`src/rtl/sisc_seq_ctrl_if.sv`:
```
// Strobe/flag bundle between the SISC sequencer and its datapath.
// The sequencer side is the master; the datapath side is the slave.
interface sisc_seq_ctrl_if #(
    parameter int unsigned CNT_W = 16
);
    logic [3:0]       opcode;
    logic [3:0]       mm;
    logic [3:0]       stat;
    logic             pc_rst;
    logic             pc_write;
    logic             pc_sel;
    logic             br_sel;
    logic             ir_load;
    logic             rb_sel;
    logic [1:0]       alu_op;
    logic             stat_en;
    logic             dm_we;
    logic             wb_sel;
    logic             rf_we;
    logic             halted;
    logic [CNT_W-1:0] instr_cnt;

    modport master (
        input  opcode, mm, stat,
        output pc_rst, pc_write, pc_sel, br_sel, ir_load, rb_sel, alu_op,
               stat_en, dm_we, wb_sel, rf_we, halted, instr_cnt
    );

    modport slave (
        output opcode, mm, stat,
        input  pc_rst, pc_write, pc_sel, br_sel, ir_load, rb_sel, alu_op,
               stat_en, dm_we, wb_sel, rf_we, halted, instr_cnt
    );
endinterface

```
`src/rtl/sisc_seq_ctrl.sv`:
```
// Multi-cycle SISC sequencer: FETCH/DECODE/EXECUTE/MEM/WRITEBACK with branch
// resolution against statreg flags, HLT handling and a retired-instruction counter.
module sisc_seq_ctrl #(
    parameter int unsigned CNT_W  = 16,
    parameter logic [3:0]  HLT_OP = 4'hF
) (
    input  logic           clk,
    input  logic           rst_f,
    sisc_seq_ctrl_if.master ctrl
);
    localparam logic [3:0] S_START0 = 4'd0;
    localparam logic [3:0] S_START1 = 4'd1;
    localparam logic [3:0] S_FETCH  = 4'd2;
    localparam logic [3:0] S_DECODE = 4'd3;
    localparam logic [3:0] S_EXEC   = 4'd4;
    localparam logic [3:0] S_MEM    = 4'd5;
    localparam logic [3:0] S_WB     = 4'd6;
    localparam logic [3:0] S_HALT   = 4'd7;

    localparam logic [3:0] OP_ALU = 4'd1;
    localparam logic [3:0] OP_LOD = 4'd2;
    localparam logic [3:0] OP_STR = 4'd3;
    localparam logic [3:0] OP_BRA = 4'd4;
    localparam logic [3:0] OP_BRR = 4'd5;
    localparam logic [3:0] OP_BNE = 4'd6;
    localparam logic [3:0] OP_BNR = 4'd7;

    logic [3:0]       state_q, state_d;
    logic [3:0]       op_q, op_d;
    // Only the immediate flag of mm matters once DECODE has resolved branches.
    logic             mm_q, mm_d;
    logic [CNT_W-1:0] cnt_q, cnt_d;
    logic             hit;
    logic             taken;

    always_comb begin
        state_d = state_q;
        op_d    = op_q;
        mm_d    = mm_q;
        cnt_d   = cnt_q;
        case (state_q)
            S_START0: state_d = S_START1;
            S_START1: state_d = S_FETCH;
            S_FETCH:  state_d = S_DECODE;
            S_DECODE: begin
                op_d    = ctrl.opcode;
                mm_d    = ctrl.mm[3];
                state_d = (ctrl.opcode == HLT_OP) ? S_HALT : S_EXEC;
            end
            S_EXEC:   state_d = S_MEM;
            S_MEM:    state_d = S_WB;
            S_WB: begin
                state_d = S_FETCH;
                cnt_d   = cnt_q + CNT_W'(1);
            end
            S_HALT:   state_d = S_HALT;
            default:  state_d = S_START0;
        endcase
    end

    always_ff @(posedge clk) begin
        if (!rst_f) begin
            state_q <= S_START0;
            op_q    <= '0;
            mm_q    <= 1'b0;
            cnt_q   <= '0;
        end else begin
            state_q <= state_d;
            op_q    <= op_d;
            mm_q    <= mm_d;
            cnt_q   <= cnt_d;
        end
    end

    // Branch resolution is the only path from live inputs to outputs.
    always_comb begin
        hit   = |(ctrl.mm & ctrl.stat);
        taken = 1'b0;
        if (ctrl.opcode != HLT_OP) begin
            case (ctrl.opcode)
                OP_BRA, OP_BRR: taken = hit;
                OP_BNE, OP_BNR: taken = !hit;
                default:        taken = 1'b0;
            endcase
        end
    end

    always_comb begin
        ctrl.pc_rst   = 1'b0;
        ctrl.pc_write = 1'b0;
        ctrl.pc_sel   = 1'b0;
        ctrl.br_sel   = 1'b0;
        ctrl.ir_load  = 1'b0;
        ctrl.rb_sel   = 1'b0;
        ctrl.alu_op   = 2'b11;
        ctrl.stat_en  = 1'b0;
        ctrl.dm_we    = 1'b0;
        ctrl.wb_sel   = 1'b0;
        ctrl.rf_we    = 1'b0;
        ctrl.halted   = 1'b0;
        case (state_q)
            S_START0: ctrl.pc_rst = 1'b1;
            S_FETCH: begin
                ctrl.ir_load  = 1'b1;
                ctrl.pc_write = 1'b1;
            end
            S_DECODE: begin
                ctrl.pc_write = taken;
                ctrl.pc_sel   = taken;
                ctrl.br_sel   = taken && (ctrl.opcode == OP_BRR || ctrl.opcode == OP_BNR);
            end
            S_EXEC: begin
                if (op_q == OP_ALU) begin
                    ctrl.alu_op  = mm_q ? 2'b01 : 2'b00;
                    ctrl.stat_en = 1'b1;
                end else if (op_q == OP_LOD || op_q == OP_STR) begin
                    ctrl.alu_op = 2'b10;
                end
            end
            S_MEM: begin
                if (op_q == OP_STR) begin
                    ctrl.dm_we  = 1'b1;
                    ctrl.rb_sel = 1'b1;
                end else if (op_q == OP_LOD) begin
                    ctrl.wb_sel = 1'b1;
                end
            end
            S_WB: begin
                if (op_q == OP_ALU) begin
                    ctrl.rf_we = 1'b1;
                end else if (op_q == OP_LOD) begin
                    ctrl.rf_we  = 1'b1;
                    ctrl.wb_sel = 1'b1;
                end
            end
            S_HALT:  ctrl.halted = 1'b1;
            default: ;
        endcase
    end

    assign ctrl.instr_cnt = cnt_q;
endmodule

```
`src/flat_wrapper.sv`:
```
// flat-port wrapper written by rule: the top's interface ports become plain ports
module sisc_seq_ctrl_flat 
#(
    parameter int unsigned CNT_W  = 16,
    parameter logic [3:0]  HLT_OP = 4'hF
)
  (clk, rst_f, ctrl_opcode, ctrl_mm, ctrl_stat, ctrl_pc_rst, ctrl_pc_write, ctrl_pc_sel, ctrl_br_sel, ctrl_ir_load, ctrl_rb_sel, ctrl_alu_op, ctrl_stat_en, ctrl_dm_we, ctrl_wb_sel, ctrl_rf_we, ctrl_halted, ctrl_instr_cnt);
  sisc_seq_ctrl_if #(.CNT_W(CNT_W)) ctrl_i ();
  input  logic clk;
  input  logic rst_f;
  input wire logic [$bits(ctrl_i.opcode)-1:0] ctrl_opcode;
  input wire logic [$bits(ctrl_i.mm)-1:0] ctrl_mm;
  input wire logic [$bits(ctrl_i.stat)-1:0] ctrl_stat;
  output wire logic [$bits(ctrl_i.pc_rst)-1:0] ctrl_pc_rst;
  output wire logic [$bits(ctrl_i.pc_write)-1:0] ctrl_pc_write;
  output wire logic [$bits(ctrl_i.pc_sel)-1:0] ctrl_pc_sel;
  output wire logic [$bits(ctrl_i.br_sel)-1:0] ctrl_br_sel;
  output wire logic [$bits(ctrl_i.ir_load)-1:0] ctrl_ir_load;
  output wire logic [$bits(ctrl_i.rb_sel)-1:0] ctrl_rb_sel;
  output wire logic [$bits(ctrl_i.alu_op)-1:0] ctrl_alu_op;
  output wire logic [$bits(ctrl_i.stat_en)-1:0] ctrl_stat_en;
  output wire logic [$bits(ctrl_i.dm_we)-1:0] ctrl_dm_we;
  output wire logic [$bits(ctrl_i.wb_sel)-1:0] ctrl_wb_sel;
  output wire logic [$bits(ctrl_i.rf_we)-1:0] ctrl_rf_we;
  output wire logic [$bits(ctrl_i.halted)-1:0] ctrl_halted;
  output wire logic [$bits(ctrl_i.instr_cnt)-1:0] ctrl_instr_cnt;
  assign ctrl_i.opcode = ctrl_opcode;
  assign ctrl_i.mm = ctrl_mm;
  assign ctrl_i.stat = ctrl_stat;
  assign ctrl_pc_rst = ctrl_i.pc_rst;
  assign ctrl_pc_write = ctrl_i.pc_write;
  assign ctrl_pc_sel = ctrl_i.pc_sel;
  assign ctrl_br_sel = ctrl_i.br_sel;
  assign ctrl_ir_load = ctrl_i.ir_load;
  assign ctrl_rb_sel = ctrl_i.rb_sel;
  assign ctrl_alu_op = ctrl_i.alu_op;
  assign ctrl_stat_en = ctrl_i.stat_en;
  assign ctrl_dm_we = ctrl_i.dm_we;
  assign ctrl_wb_sel = ctrl_i.wb_sel;
  assign ctrl_rf_we = ctrl_i.rf_we;
  assign ctrl_halted = ctrl_i.halted;
  assign ctrl_instr_cnt = ctrl_i.instr_cnt;
  sisc_seq_ctrl #(.CNT_W(CNT_W), .HLT_OP(HLT_OP)) u_core (.clk(clk), .rst_f(rst_f), .ctrl(ctrl_i));
endmodule
```
`config.mk`:
```
export PLATFORM = sky130hd
export DESIGN_NAME = sisc_seq_ctrl_flat
export DESIGN_NICKNAME = d
export VERILOG_FILES = /design/src/rtl/sisc_seq_ctrl_if.sv /design/src/rtl/sisc_seq_ctrl.sv /design/src/flat_wrapper.sv
export SDC_FILE = /design/constraint.sdc
export NUM_CORES = 1
export LEC_CHECK = 0
export CORE_MARGIN = 2
export CORE_UTILIZATION = 36
export DETAILED_ROUTE_END_ITERATION = 7
export PLACE_DENSITY = 0.66
export SLEW_MARGIN = 30
export SYNTH_ARGS = -nofsm -noshare
export SYNTH_HDL_FRONTEND = slang
export SYNTH_SLANG_ARGS = --single-unit
```
`constraint.sdc`:
```
create_clock -name clk -period 2.49 [get_ports clk]
set_clock_uncertainty 0.2 [all_clocks]
set_input_delay 0.6225 -clock clk [delete_from_list [all_inputs] [get_ports clk]]
set_output_delay 0.6225 -clock clk [all_outputs]
set_load 0.02 [all_outputs]
```
==> out/results.tsv, run 1 <==
metric	value	unit
run status	complete, but fails checks	
failing checks	setup timing	
FILL cells	328	
routability cong.	0.7371	
chip width	62.57	um
Initial Util	0.3730	
CTS clk-pin slew, worst paths	0.13	ns
Sequential Power Share	0.558	
Worst-Margin Slew	0.4585	ns
Compound-Gate Fraction of Synth Area	0.08815	
Final min period	2.519	ns
Synth Warn #	0	
Post-CTS Hold Buffers	0	
Pwr per Cell Area	394.4	nW/um^2
Via density	5.058	
origin of the critical flop-to-flop path	u_core.ctrl.instr_cnt[5]	
final wirelength	3131	um
number of flops mapped to enable cells by yosys	0	
Reg area	484.2	um^2
Worst setup SP type	input port	
synth top area cells	dfxtp_1 39%, xnor2_1 6.4%, nor2_1 5.8%	
Worst-Skew Late Latency	0.31	ns
Max stage delay cell, worst path	or3b_4	
Syn Area/Cell	8.697	um^2
total chip power	0.7140	mW
crit-path cells	dlygate4sd2_1, or3b_4, nor3b_4, and2_4, buf_6	
NetSw	0.1737	mW
clock share of power	0.286	
DRT iter0 DRCs	74	
share of layout cells above drive strength 1	0.2474	
post-synthesis sequential area ratio	0.3891	
Max Cap Violations	0	
Final period util	1.011	
CTS Buffer Depth	2	
VDD IR max	0.2549	mV
I/O Buffers	42	
first-pass GRT wire length	5306	um
DRT antenna net count	0	
post-route worst setup slack	-0.02857	ns
Worst setup EP type	output pin	
H-tree depth	1	
Post-Synth Adder-Cell Area	0.01013	
Req. time, crit path	1.67	ns
Synth top area share	0.3891	
critical path's top delay family	simple AND/OR/NAND/NOR gates	
Comb pwr share	0.156	
Yosys cell types	38	
largest net degree at the start of global routing	24	
Final Slew Violations	0	
DP HPWL	2371	um
Inserted Diodes	0	
Post-DP Area	1787	um^2
main combinational cell family by area after synthesis	simple AND/OR/NAND/NOR gates	
pre-CTS worst setup slack	-0.8697	ns
Num CTS Buffers	3	
post-synth net total	157	
Max-Slew Margin vs Limit	0.6934	
Critical Path AT	1.70	ns
fraction of synthesized area in multiplexers	0.04863	
HP Start	u_core.ctrl.instr_cnt[15]	
nets	210	
initial antenna violation count	0	
fmax	0.3971	GHz
Async S/R FF share, synth	0	
Critical Path Max Stage Delay	0.38	ns
setup TNS	-0.03294	ns
CP max FO	3	
count leader, synth	dfxtp_1	
Synth Flop Type	dfxtp_1	
synth cell count leaders	24 x dfxtp_1, 19 x nor2_1, 9 x xnor2_1	
Syn-to-layout area delta	46.61	%
Synth Area in XOR/XNOR	0.09220	
area leader, netlist	dfxtp_1	
synthesized instance count	142	
post-route cell area	1810	um^2
row count	21	
Simple-Gate Fraction of Synth Area	0.3262	
Tot GR Track Use	0.1639	
Final Hold Vio Count	0	
Synth Cell Area	1235	um^2
Die H	62.57	um
Hold WS	0.3060	ns
routed via count	1214	
Power Internal	0.5402	mW
drt wl/cell	13.05	um
vias in the first global route	1167	
critical path launch point	ctrl_opcode[2]	
CORE AREA	3311	um^2
#FFs+latches synth	24	
Pleak	0.7702	nW
buffers plus inverters on the worst setup path	2	
Ports	43	
Pre-antenna DRT Iters	4	
Switching Fraction	0.2434	
RSZ-0062 raised after global routing	true	
Hold WC Path Type	register to register	
CTS tree	yes	
area of the multi-input gates	739.5	um^2
Final setup viols	2	
Crit Path Class	input port to output pin	
root buffer cell	clkbuf_4	
clock sink count	24	
Die ar.	3915	um^2
total gr overflow	0	
DRC viols	0	
[path summary, 6_finish.rpt]
check,end,slack (ns),depth (start not counted)
worst min register to register,u_core.ctrl.instr_cnt[15],0.31,2
worst max-delay path,ctrl_br_sel,-0.03,5
worst min-delay path,u_core.ctrl.instr_cnt[15],0.31,2
worst max register to register,u_core.ctrl.instr_cnt[14],0.45,4
[cell usage in the layout (no fill, tap or decap), types with 5 or more instances in the layout]
| master | instances |
|---|---|
| nand2_1 | 8 |
| xnor2_1 | 9 |
| dfxtp_1 | 21 |
| nor3_1 | 6 |
| nor2_1 | 18 |
| a21oi_1 | 5 |
| dlygate4sd2_1 | 5 |
| buf_2 | 6 |
| buf_4 | 14 |
| nand3_1 | 5 |
| mux2i_1 | 6 |
| clkdlybuf4s15_1 | 6 |
| clkdlybuf4s50_1 | 18 |
| inv_1 | 5 |
[power groups by stage]
stage	Sequential, mW	Clock [mW]	Combinational (mW)
global placement	0.405	0	0.109
finish	0.398	0.204	0.111
CTS	0.398	0.210	0.109
global route	0.400	0.231	0.121
detailed placement	0.406	0	0.112
floorplan	0.405	0	0.0535
[tightest hold or removal path: stages, from the launching register on]
cell and delay, ns:
dfxtp_1 0.34, o21ai_0 0.07, a21oi_1 0.06
[cell families (layout without fill, tap and decap cells)]
group	count (synthesis)	after routing
simple gates	68	68
flops	24	24
compound gates	17	17
xor+xnor	13	13
buf+inv	13	65
mux	6	6
fa+ha+maj	1	1
[metrics by stage]
stage	util	cells
floorplan	-	142
global placement	0.5397	235
detailed placement	0.5397	235
CTS	0.5469	240
global route	0.5469	240
finish	0.5469	240
[routing by layer]
metal	part of all wire	up-vias	track usage
met1	0.46	581	0.2060
li1	-	604	-
met3	0.032	2	0.03243
met4	0.0054	0	0.03056
met2	0.50	27	0.2917
met5	0	-	0
[what timing repair did]
item                                    CTS  global route
endpoints found under the setup margin   12            12
pin swaps                                 7             5
resized for setup                        57            19
buffers inserted                          1             0
endpoints found under the hold margin     0             0
[layout make-up]
cell class              count  share of cell area
multi-input cells         105              0.4084
clock buffers               4             0.02004
well taps                  46             0.03179
flip-flops and latches     24              0.2674
inverters                   5             0.01037
repair buffers             56              0.2619
[sequential cells by signal (all words and copies together), names as in the netlist, named ones only]
signal and count:
u_core.ctrl.instr_cnt 16, u_core.mm_q 1, u_core.op_q 4, u_core.state_q 2
Note: power is estimated with default switching activity, not from simulation.
==> run 2, diff against run 1 <==
--- a/config.mk
+++ b/config.mk
@@ -7,6 +7,7 @@
 export LEC_CHECK = 0
 export CORE_MARGIN = 2
 export CORE_UTILIZATION = 36
+export CTS_CLUSTER_DIAMETER = 150
 export DETAILED_ROUTE_END_ITERATION = 7
 export PLACE_DENSITY = 0.66
 export SLEW_MARGIN = 30
==> results of run 2 <==
The final DEF is identical to that of run 1; final timing and power are the same.
